`config.mk`:
```
export PLATFORM = sky130hd
export DESIGN_NAME = block_serial_skip_subtractor
export DESIGN_NICKNAME = d
export VERILOG_FILES = /design/src/rtl/adder_pkg.sv /design/src/rtl/skip_sub_block.sv /design/src/rtl/block_serial_skip_subtractor.sv
export SDC_FILE = /design/constraint.sdc
export NUM_CORES = 1
export LEC_CHECK = 0
export BUFFER_PORTS_ARGS = -buffer_cell sky130_fd_sc_hd__buf_2
export CORE_MARGIN = 2
export CORE_UTILIZATION = 50
export CTS_CLUSTER_SIZE = 28
export DETAILED_ROUTE_END_ITERATION = 7
export MAX_ROUTING_LAYER = met4
export PLACE_DENSITY = 0.81
export SLEW_MARGIN = 20
export SYNTH_ARGS = -nofsm -noshare
export SYNTH_HDL_FRONTEND = slang
export SYNTH_SLANG_ARGS = --single-unit
```
`constraint.sdc`:
```
create_clock -name clk -period 4.5 [get_ports clk]
set_clock_uncertainty 0.15 [all_clocks]
set_input_delay 0.45 -clock clk [delete_from_list [all_inputs] [get_ports clk]]
set_output_delay 0.45 -clock clk [all_outputs]
set_load 0.05 [all_outputs]
```
`src/rtl/adder_pkg.sv`:
```
// Shared definitions for the serial carry-skip subtractor: FSM states,
// default geometry and the block-count helper.
package adder_pkg;

  localparam int WIDTH = 18;
  localparam int BLK   = 3;

  function automatic int nblk(input int width, input int blk);
    return width / blk;
  endfunction

  localparam int NBLK  = nblk(WIDTH, BLK);
  localparam int IDX_W = $clog2(NBLK);

  typedef enum logic [1:0] {
    IDLE = 2'd0,
    BUSY = 2'd1,
    DONE = 2'd2
  } state_e;

endpackage

```
`src/rtl/skip_sub_block.sv`:
```
// One BLK-bit carry-skip slice: ripple sum of a + b + cin, with the skip
// path flagging an all-propagate block fed by an incoming carry.
module skip_sub_block
  import adder_pkg::*;
#(
  parameter int BLK = adder_pkg::BLK
) (
  input  logic [BLK-1:0] a,
  input  logic [BLK-1:0] b,
  input  logic           cin,
  output logic [BLK-1:0] s,
  output logic           co,
  output logic           skip
);

  logic [BLK:0]   c;
  logic [BLK-1:0] p;

  // Ripple through the slice; carry-out also takes the skip path.
  always_comb begin
    c    = '0;
    s    = '0;
    c[0] = cin;
    p    = a ^ b;
    for (int i = 0; i < BLK; i++) begin
      s[i]   = p[i] ^ c[i];
      c[i+1] = (a[i] & b[i]) | (p[i] & c[i]);
    end
    skip = (&p) & cin;
    co   = c[BLK] | skip;
  end

endmodule

```
`src/rtl/block_serial_skip_subtractor.sv`:
```
// Serial D = X - Y: one carry-skip block per clock, LSB block first, wrapped
// in a valid/ready handshake with no overlap between operations.
module block_serial_skip_subtractor
  import adder_pkg::*;
#(
  parameter int WIDTH = adder_pkg::WIDTH,
  parameter int BLK   = adder_pkg::BLK
) (
  input  logic             clk,
  input  logic             rst,
  input  logic             in_valid,
  output logic             in_ready,
  input  logic [WIDTH-1:0] X,
  input  logic [WIDTH-1:0] Y,
  output logic             out_valid,
  input  logic             out_ready,
  output logic [WIDTH:0]   D,
  output logic [2:0]       skip_count
);

  localparam int NB = nblk(WIDTH, BLK);
  localparam int IW = $clog2(NB);

  state_e           state_q, state_d;
  logic [WIDTH-1:0] x_q, x_d;
  logic [WIDTH-1:0] yn_q, yn_d;
  logic             carry_q, carry_d;
  logic [IW-1:0]    idx_q, idx_d;
  logic [WIDTH:0]   d_q, d_d;
  logic [2:0]       skip_q, skip_d;

  logic [BLK-1:0]   blk_x, blk_yn, blk_s;
  logic             blk_co, blk_skip;
  logic             last_blk, accept;

  assign blk_x    = x_q[idx_q*BLK +: BLK];
  assign blk_yn   = yn_q[idx_q*BLK +: BLK];
  assign last_blk = (idx_q == IW'(NB - 1));
  assign accept   = (state_q == IDLE) && in_valid;

  skip_sub_block #(.BLK(BLK)) u_blk (
    .a    (blk_x),
    .b    (blk_yn),
    .cin  (carry_q),
    .s    (blk_s),
    .co   (blk_co),
    .skip (blk_skip)
  );

  // State and datapath registers; rst wins over any handshake.
  always_ff @(posedge clk) begin
    if (rst) begin
      state_q <= IDLE;
      x_q     <= '0;
      yn_q    <= '0;
      carry_q <= 1'b0;
      idx_q   <= '0;
      d_q     <= '0;
      skip_q  <= 3'd0;
    end else begin
      state_q <= state_d;
      x_q     <= x_d;
      yn_q    <= yn_d;
      carry_q <= carry_d;
      idx_q   <= idx_d;
      d_q     <= d_d;
      skip_q  <= skip_d;
    end
  end

  // Next-state logic.
  always_comb begin
    state_d = state_q;
    case (state_q)
      IDLE:    if (in_valid)  state_d = BUSY; else state_d = IDLE;
      BUSY:    if (last_blk)  state_d = DONE; else state_d = BUSY;
      DONE:    if (out_ready) state_d = IDLE; else state_d = DONE;
      default: state_d = IDLE;
    endcase
  end

  // Operand latch on accept, one block of result per BUSY cycle.
  always_comb begin
    x_d     = x_q;
    yn_d    = yn_q;
    carry_d = carry_q;
    idx_d   = idx_q;
    d_d     = d_q;
    skip_d  = skip_q;
    if (accept) begin
      x_d     = X;
      yn_d    = ~Y;
      carry_d = 1'b1;
      idx_d   = '0;
      d_d     = '0;
      skip_d  = 3'd0;
    end else if (state_q == BUSY) begin
      d_d[idx_q*BLK +: BLK] = blk_s;
      carry_d = blk_co;
      idx_d   = idx_q + 1'b1;
      if (blk_skip && (skip_q != 3'd7)) skip_d = skip_q + 3'd1;
      else                               skip_d = skip_q;
      // Final carry-out of X + ~Y + 1 is the inverted borrow.
      if (last_blk) d_d[WIDTH] = ~blk_co;
      else          d_d[WIDTH] = d_q[WIDTH];
    end else begin
      idx_d = idx_q;
    end
  end

  // Handshake outputs decoded from the state register.
  always_comb begin
    in_ready  = (state_q == IDLE) && !rst;
    out_valid = (state_q == DONE);
  end

  assign D          = d_q;
  assign skip_count = skip_q;

endmodule

```
After elaboration in Yosys (flattened, before gate mapping)
Cells that the tools add are included.

word-level totals
  register bits = 64
  input bits = 40
  word-level logic and storage cells = 54

operators by class
  reductions and logical operators = 10
  bitwise operators = 17
  $mul = 1
  add/subtract/negate cells = 3
  equality and inequality tests = 4
  multiplexer cells = 7
  shifts and indexed selects = 4

operator list
  kind                                                                     number
  18-bit by 6-bit variable part select with 3-bit output                   2
  5-bit negation with 34-bit output                                        1
  3-bit by 34-bit variable shift with 19-bit output, first input constant  1
  3-bit by 34-bit variable part select with 19-bit output                  1
  19-bit bitwise mux                                                       1
  18-bit inverter                                                          1
  1-bit bitwise AND                                                        7
  3-bit by 1-bit adder with 3-bit output, second input constant            2
  2-bit one-hot mux with 3 select lines                                    1
  3-bit by 2-bit multiplier with 5-bit output, second input constant       1
  2-bit 2-to-1 mux                                                         2
  1-bit OR                                                                 4
  2-bit AND reduction                                                      2
  3-bit equality test, second input constant                               1
  1-bit logical AND                                                        3
  1-bit 2-to-1 mux                                                         3
  3-bit != test, second input constant                                     1
  3-bit AND reduction                                                      1
  1-bit XOR                                                                3
  3-bit XOR                                                                1
  2-bit by 1-bit equality test with 1-bit output, second input constant    1
  2-bit equality test, second input constant                               1
  2-bit logical NOT                                                        1
  2-bit nonzero test                                                       1
  other kinds (3)                                                          3

Depth between registers and ports, before layout
  depth after elaboration = 12
  gate-level depth with buffers = 11

Hierarchy
From an unflattened synthesis, not the netlist that was laid out.

unflattened totals
  cells, all modules = 327
  area total of the unflattened synthesis = 2966.6 µm²

modules (own cells, without submodules)
  module                        cells each  times used  area each (µm²)  seq. area each (µm²)
  block_serial_skip_subtractor  310         1           2817.7           1281.2
  skip_sub_block                17          1           148.9            0.0

Least setup slack after synthesis
Ideal clock, no wire load.

  path kind = reg2reg
  start = register idx_q[0]
  end = register d_q[14] (netlist: D[14])
  required time = 4.278 ns
  buffers on the path = 1
  arrival time = 2.975 ns
  stages on the path, launching flop included = 11
  slack = 1.303 ns
  setup time = 0.072 ns
  cell sequence = dfxtp_1 -> buf_2 -> mux4_2 -> nand2_1 -> o21ai_0 -> fa_1 -> inv_1 -> fa_1 -> fa_1 -> or3_1 -> mux2i_1

on the way
  cells in the longest elaborated chain, start to end = 10

ends and longest elaborated chain
  element                                                                    RTL line                                                                                                    source
  start: declaration                                                         block_serial_skip_subtractor.sv:28                                                                          logic [IW-1:0] idx_q, idx_d;
  start signal: assignment                                                   block_serial_skip_subtractor.sv:65                                                                          idx_q <= idx_d;
  3-bit by 2-bit multiplier with 5-bit output *                              block_serial_skip_subtractor.sv:36, block_serial_skip_subtractor.sv:37, block_serial_skip_subtractor.sv:98
  18-bit by 6-bit variable part select with 3-bit output (on tied branches)  block_serial_skip_subtractor.sv:36, block_serial_skip_subtractor.sv:37
  3-bit XOR                                                                  skip_sub_block.sv:24                                                                                        p = a ^ b;
  1-bit bitwise AND                                                          skip_sub_block.sv:27                                                                                        c[i+1] = (a[i] & b[i]) | (p[i] & c[i]);
  1-bit OR                                                                   skip_sub_block.sv:27
  1-bit bitwise AND                                                          skip_sub_block.sv:27
  1-bit OR                                                                   skip_sub_block.sv:27
  1-bit XOR                                                                  skip_sub_block.sv:26                                                                                        s[i] = p[i] ^ c[i];
  3-bit by 34-bit variable part select with 19-bit output                    block_serial_skip_subtractor.sv:98                                                                          d_d[idx_q*BLK +: BLK] = blk_s;
  19-bit bitwise mux *                                                       block_serial_skip_subtractor.sv:98
  end signal: assignment                                                     block_serial_skip_subtractor.sv:58                                                                          d_q <= '0;
  end signal: assignment                                                     block_serial_skip_subtractor.sv:66                                                                          d_q <= d_d;
  end: declaration                                                           block_serial_skip_subtractor.sv:29                                                                          logic [WIDTH:0] d_q, d_d;

Mark *: on every way between the ends. The rest lies on a longest branch, timed or not.
A chain may end at the register's enable or synchronous reset.

Worst setup path after layout
  start = register idx_q[2]
  end = register d_q[14] (netlist: D[14])

Same word-level chain as after synthesis.

==> results by stage <==
Outcome:
- The run finished with clean final reports.

Synthesis:
- Yosys mapped the design onto 41 distinct sky130hd cell types.
- The number of instances in the synthesized netlist is 331.
- The synthesized netlist devotes 16.2% of its cell area to compound gates.
- The number of nets in the synthesized netlist is 383.
- The Yosys warning count is 0.
- The count of state elements after synthesis is 64.
- The post-synthesis async set-or-reset flop share is 0%.
- Of the synthesized area, sequential elements account for 42.6%.
- The synthesized netlist occupies a cell area of 3000 sq um.
- A synthesized cell averages 9.08 sq um.
- By area, the combinational part of the netlist is dominated by simple AND/OR/NAND/NOR gates.
- Measured against the total synthesized area, the mux share comes to 10.0%.
- Summing the areas of all xor and xnor instances in the mapped netlist gives 0.875% of the synthesized area.
- After Yosys synthesis, and, or, nand and nor cells account for 19.6% of the synthesized area.
- The count of flip-flops with a built-in enable after synthesis is 0.
- The dominant synthesized flop cell is dfxtp_1.
- The post-synthesis share of cell area spent on full adders, half adders and majority gates is 5.75%.

Layout:
- The most common cell after layout, fill and taps aside is dfxtp_1.
- In the layout the commonest cells are dfxtp_1 (64), buf_2 (63), nand2_1 (45), a21oi_1 (35), nor2_1 (20).
- After the flow finishes, the layout carries non-filler instances totaling 462.
- Compared with the post-synthesis result, the final layout area differs by 17.7%.
- The count of nets after finishing is 434.
- Of the cells placed in the final design, the portion with a size suffix greater than 1 is 22.2%.
- The final instance area is 3540 sq um.
- The number of antenna repair diodes is 0.

Global routing:
- The number of antenna violations at the first check in global routing is 0.
- The total congestion overflow after global routing is 0.
- The maximum number of pins on one net before global-route repair is 58.
- The global-route wire length before repair is 10700 um.
- The number of global-route vias before repair is 2384.
- The combined global-route utilization of all metal layers is 22.1%.

Setup path:
- The worst setup path is of the flip-flop to flip-flop kind.
- The start of the worst register-to-register path is idx_q[2].
- The most numerous cell type found on the critical path is fa_1.
- The capturing point of the worst reg2reg path is D[14].
- The number of buffer and inverter instances along the worst setup path is 1.
- The endpoint required time on the critical path is 4630 ps.
- The critical path goes through mux4_2 -> nand2_1 -> o21ai_0 -> fa_1 -> inv_1 -> fa_1 -> fa_1 -> or3_1 -> mux2i_1.
- Counting cells, the worst reg-to-reg path comes to 9.
- The setup slack on the worst flop-to-flop path is 1150 ps.
- The category of the worst setup path capture point is a flip-flop.
- The slowest stage of the critical path is the dfxtp_1 cell.
- The maximum fanout along the worst path is 20.
- The peak per-stage delay on the critical path is 780 ps.
- The critical path's top delay family is adder cells.
- STA classifies the critical path startpoint as a flip-flop.
- The data arrival at the endpoint of the critical path is 3480 ps.

Route:
- The vias per cell is 5.45.
- The count of TritonRoute iterations in the first routing pass is 4.
- After detailed routing, the average wire length per cell comes to 14.3 um.
- Wires add up to 6590 um.
- The initial DRC count is 96.
- The final antenna-violating net count is 0.
- The total number of vias is 2516.
- The DRC violation count after routing is 0.

Clocking:
- The clock tree from TritonCTS is done.
- Clock tree synthesis found a total of 64 sinks.
- In this run, post-CTS hold repair placed 0 buffers.
- The tree is rooted in a clkbuf_8.
- The total setup buffers inserted after CTS is 0.
- The H-tree depth is 3.
- The clock insertion delay at the later pin of the skew report is 350 ps.
- The post-cts repair resize count is 0.
- The clock tree buffer depth is 2.
- The clock edge transition at the registers on the reported setup and hold paths is 70 ps.
- Counting the buffers created by CTS gives 9.

Place:
- Once detailed placement completed, the half-perimeter wirelength came to 4660 um.
- The count of placed standard cells including taps is 446.
- The global placement routability congestion is 0.802.
- Timing analysis after detailed placement gives a worst setup slack of 1190 ps.
- The placed standard-cell area is 3320 sq um.
- The port buffer count is 63.

Timing:
- Setup repair after global routing left no endpoint under its margin.
- Summed over all failing endpoints, the final setup total negative slack is 0 ps.
- The worst path meets setup with 1150 ps of slack.
- The clock period could shrink to 3350 ps.
- The transition time of the tightest slew-check pin is 743 ps.
- The number of hold violations in the final report was 0.
- The part of the cycle the worst path needs is 74.4%.
- The worst slew slack as a fraction of its limit is 50.4%.
- The count of endpoints failing setup in the final report is 0.
- The final number of max-transition violations is 0.
- Based on the critical path, the design can be clocked at up to 299 MHz.

Floorplanning:
- The floorplan step defined a die boundary enclosing 6640 sq um.
- The die boundary width is 81.5 um.
- The core area is 5850 sq um.
- The initial standard-cell utilization of the core is 51.3%.
- The I/O pin count is 64.
- The number of placement rows is 28.
- The die span in y is 81.5 um.

Flow run:
- The max-cap check violation count is 0.

Hold path:
- The worst hold path begins at Y[3].
- The worst hold path passes through 2 cells.
- The terminating pin of the worst hold path is yn_q[3].
- In this run the worst hold path is classified as input pin to flip-flop.

Power:
- The cell leakage power is 1.45 nW.
- The power per cell area is 367 nW/um^2.
- Across the VDD grid, the largest voltage drop is 0.235 mV.
## cells in the mapped netlist, types with 2 or more instances
cell type   n  area share [%]
nand3_1    19             3.2
xor2_1      2            0.58
nand3b_1    4             1.0
o22ai_1     4            0.83
mux4_2      2             1.5
and3b_1     3            0.87
mux4_1      4             3.5
a21oi_1    35             5.8
buf_2       7             1.2
fa_1        3             2.0
mux2i_1    15             5.0
clkbuf_1   10             1.2
o22a_1      3            0.87
inv_1       9             1.1
nand2_1    45             5.6
nor2b_1     2            0.42
o21ai_0    14             2.3
nor3_1      3            0.50
a211oi_1   18             4.5
nor3b_1     5             1.2
nor2_1     20             2.5
buf_1       6            0.75
nand2b_1    2            0.42
dfxtp_1    64              43
ha_1        9             3.7
or3_1       4            0.83
nand4_1     5             1.0
## layer usage
layer,GRT usage [%],wire [um],vias up
met4,10.7,145,0
met1,24.8,2840,1156
met3,6.04,323,15
met5,-,0,-
li1,-,-,1281
met2,36.6,3280,64
## state kept, by name, indices dropped and copies added, names as in the netlist
name        cells
D              19
carry_q         1
idx_q           3
skip_count      3
state_q         2
x_q            18
yn_q           18
## worst max-delay path by stage
| stage | slack, ps | end | startpoint | cells after the start |
|---|---|---|---|---|
| final | 1150 | D[14] | idx_q[2] | 9 |
| after global routing | 920 | D[11] | idx_q[0] | 10 |
| after CTS | 1150 | D[14] | idx_q[0] | 9 |
| after detailed placement | 1190 | D[14] | idx_q[0] | 9 |
| after global placement | 1310 | D[14] | idx_q[2] | 9 |
| after floorplan | 1300 | D[14] | idx_q[0] | 10 |
## per-stage QoR
stage	hold slack, ps	util [%]	power (W)
floorplan	282	-	0.000732
global placement	293	56.7	0.000773
detailed placement	298	56.7	0.000780
CTS	114	60.5	0.00130
global route	117	60.5	0.00135
finish	119	60.5	0.00130
## kinds of logic after synthesis
family	Yosys count
compound gates	78
fa+ha+maj	12
mux	21
buf+inv	34
flops	64
simple gates	119
xor+xnor	3
## worst register-to-register path: stages (launching register included)
cell     delay, ps
dfxtp_1        780
mux4_2         410
nand2_1         70
o21ai_0        150
fa_1           420
inv_1           80
fa_1           200
fa_1           470
or3_1          400
mux2i_1        150
## layout make-up
type	count	area [sq um]
Inverter	9	33.8
Fill cell	511	2310
Timing Repair Buffer	65	330
Clock buffer	14	183
Multi-Input combinational cell	233	1580
Tap cell	75	93.8
Sequential cell	64	1280
Clock inverter	2	35.0
## where the power goes
group,switching [W],leakage (nW),internal (W)
combinational,0.0000921,0.816,0.0000638
clock,0.000215,0.113,0.000316
sequential,0.0000187,0.523,0.000593
total,0.000326,1.45,0.000972
Power figures use the tool's default switching activity.
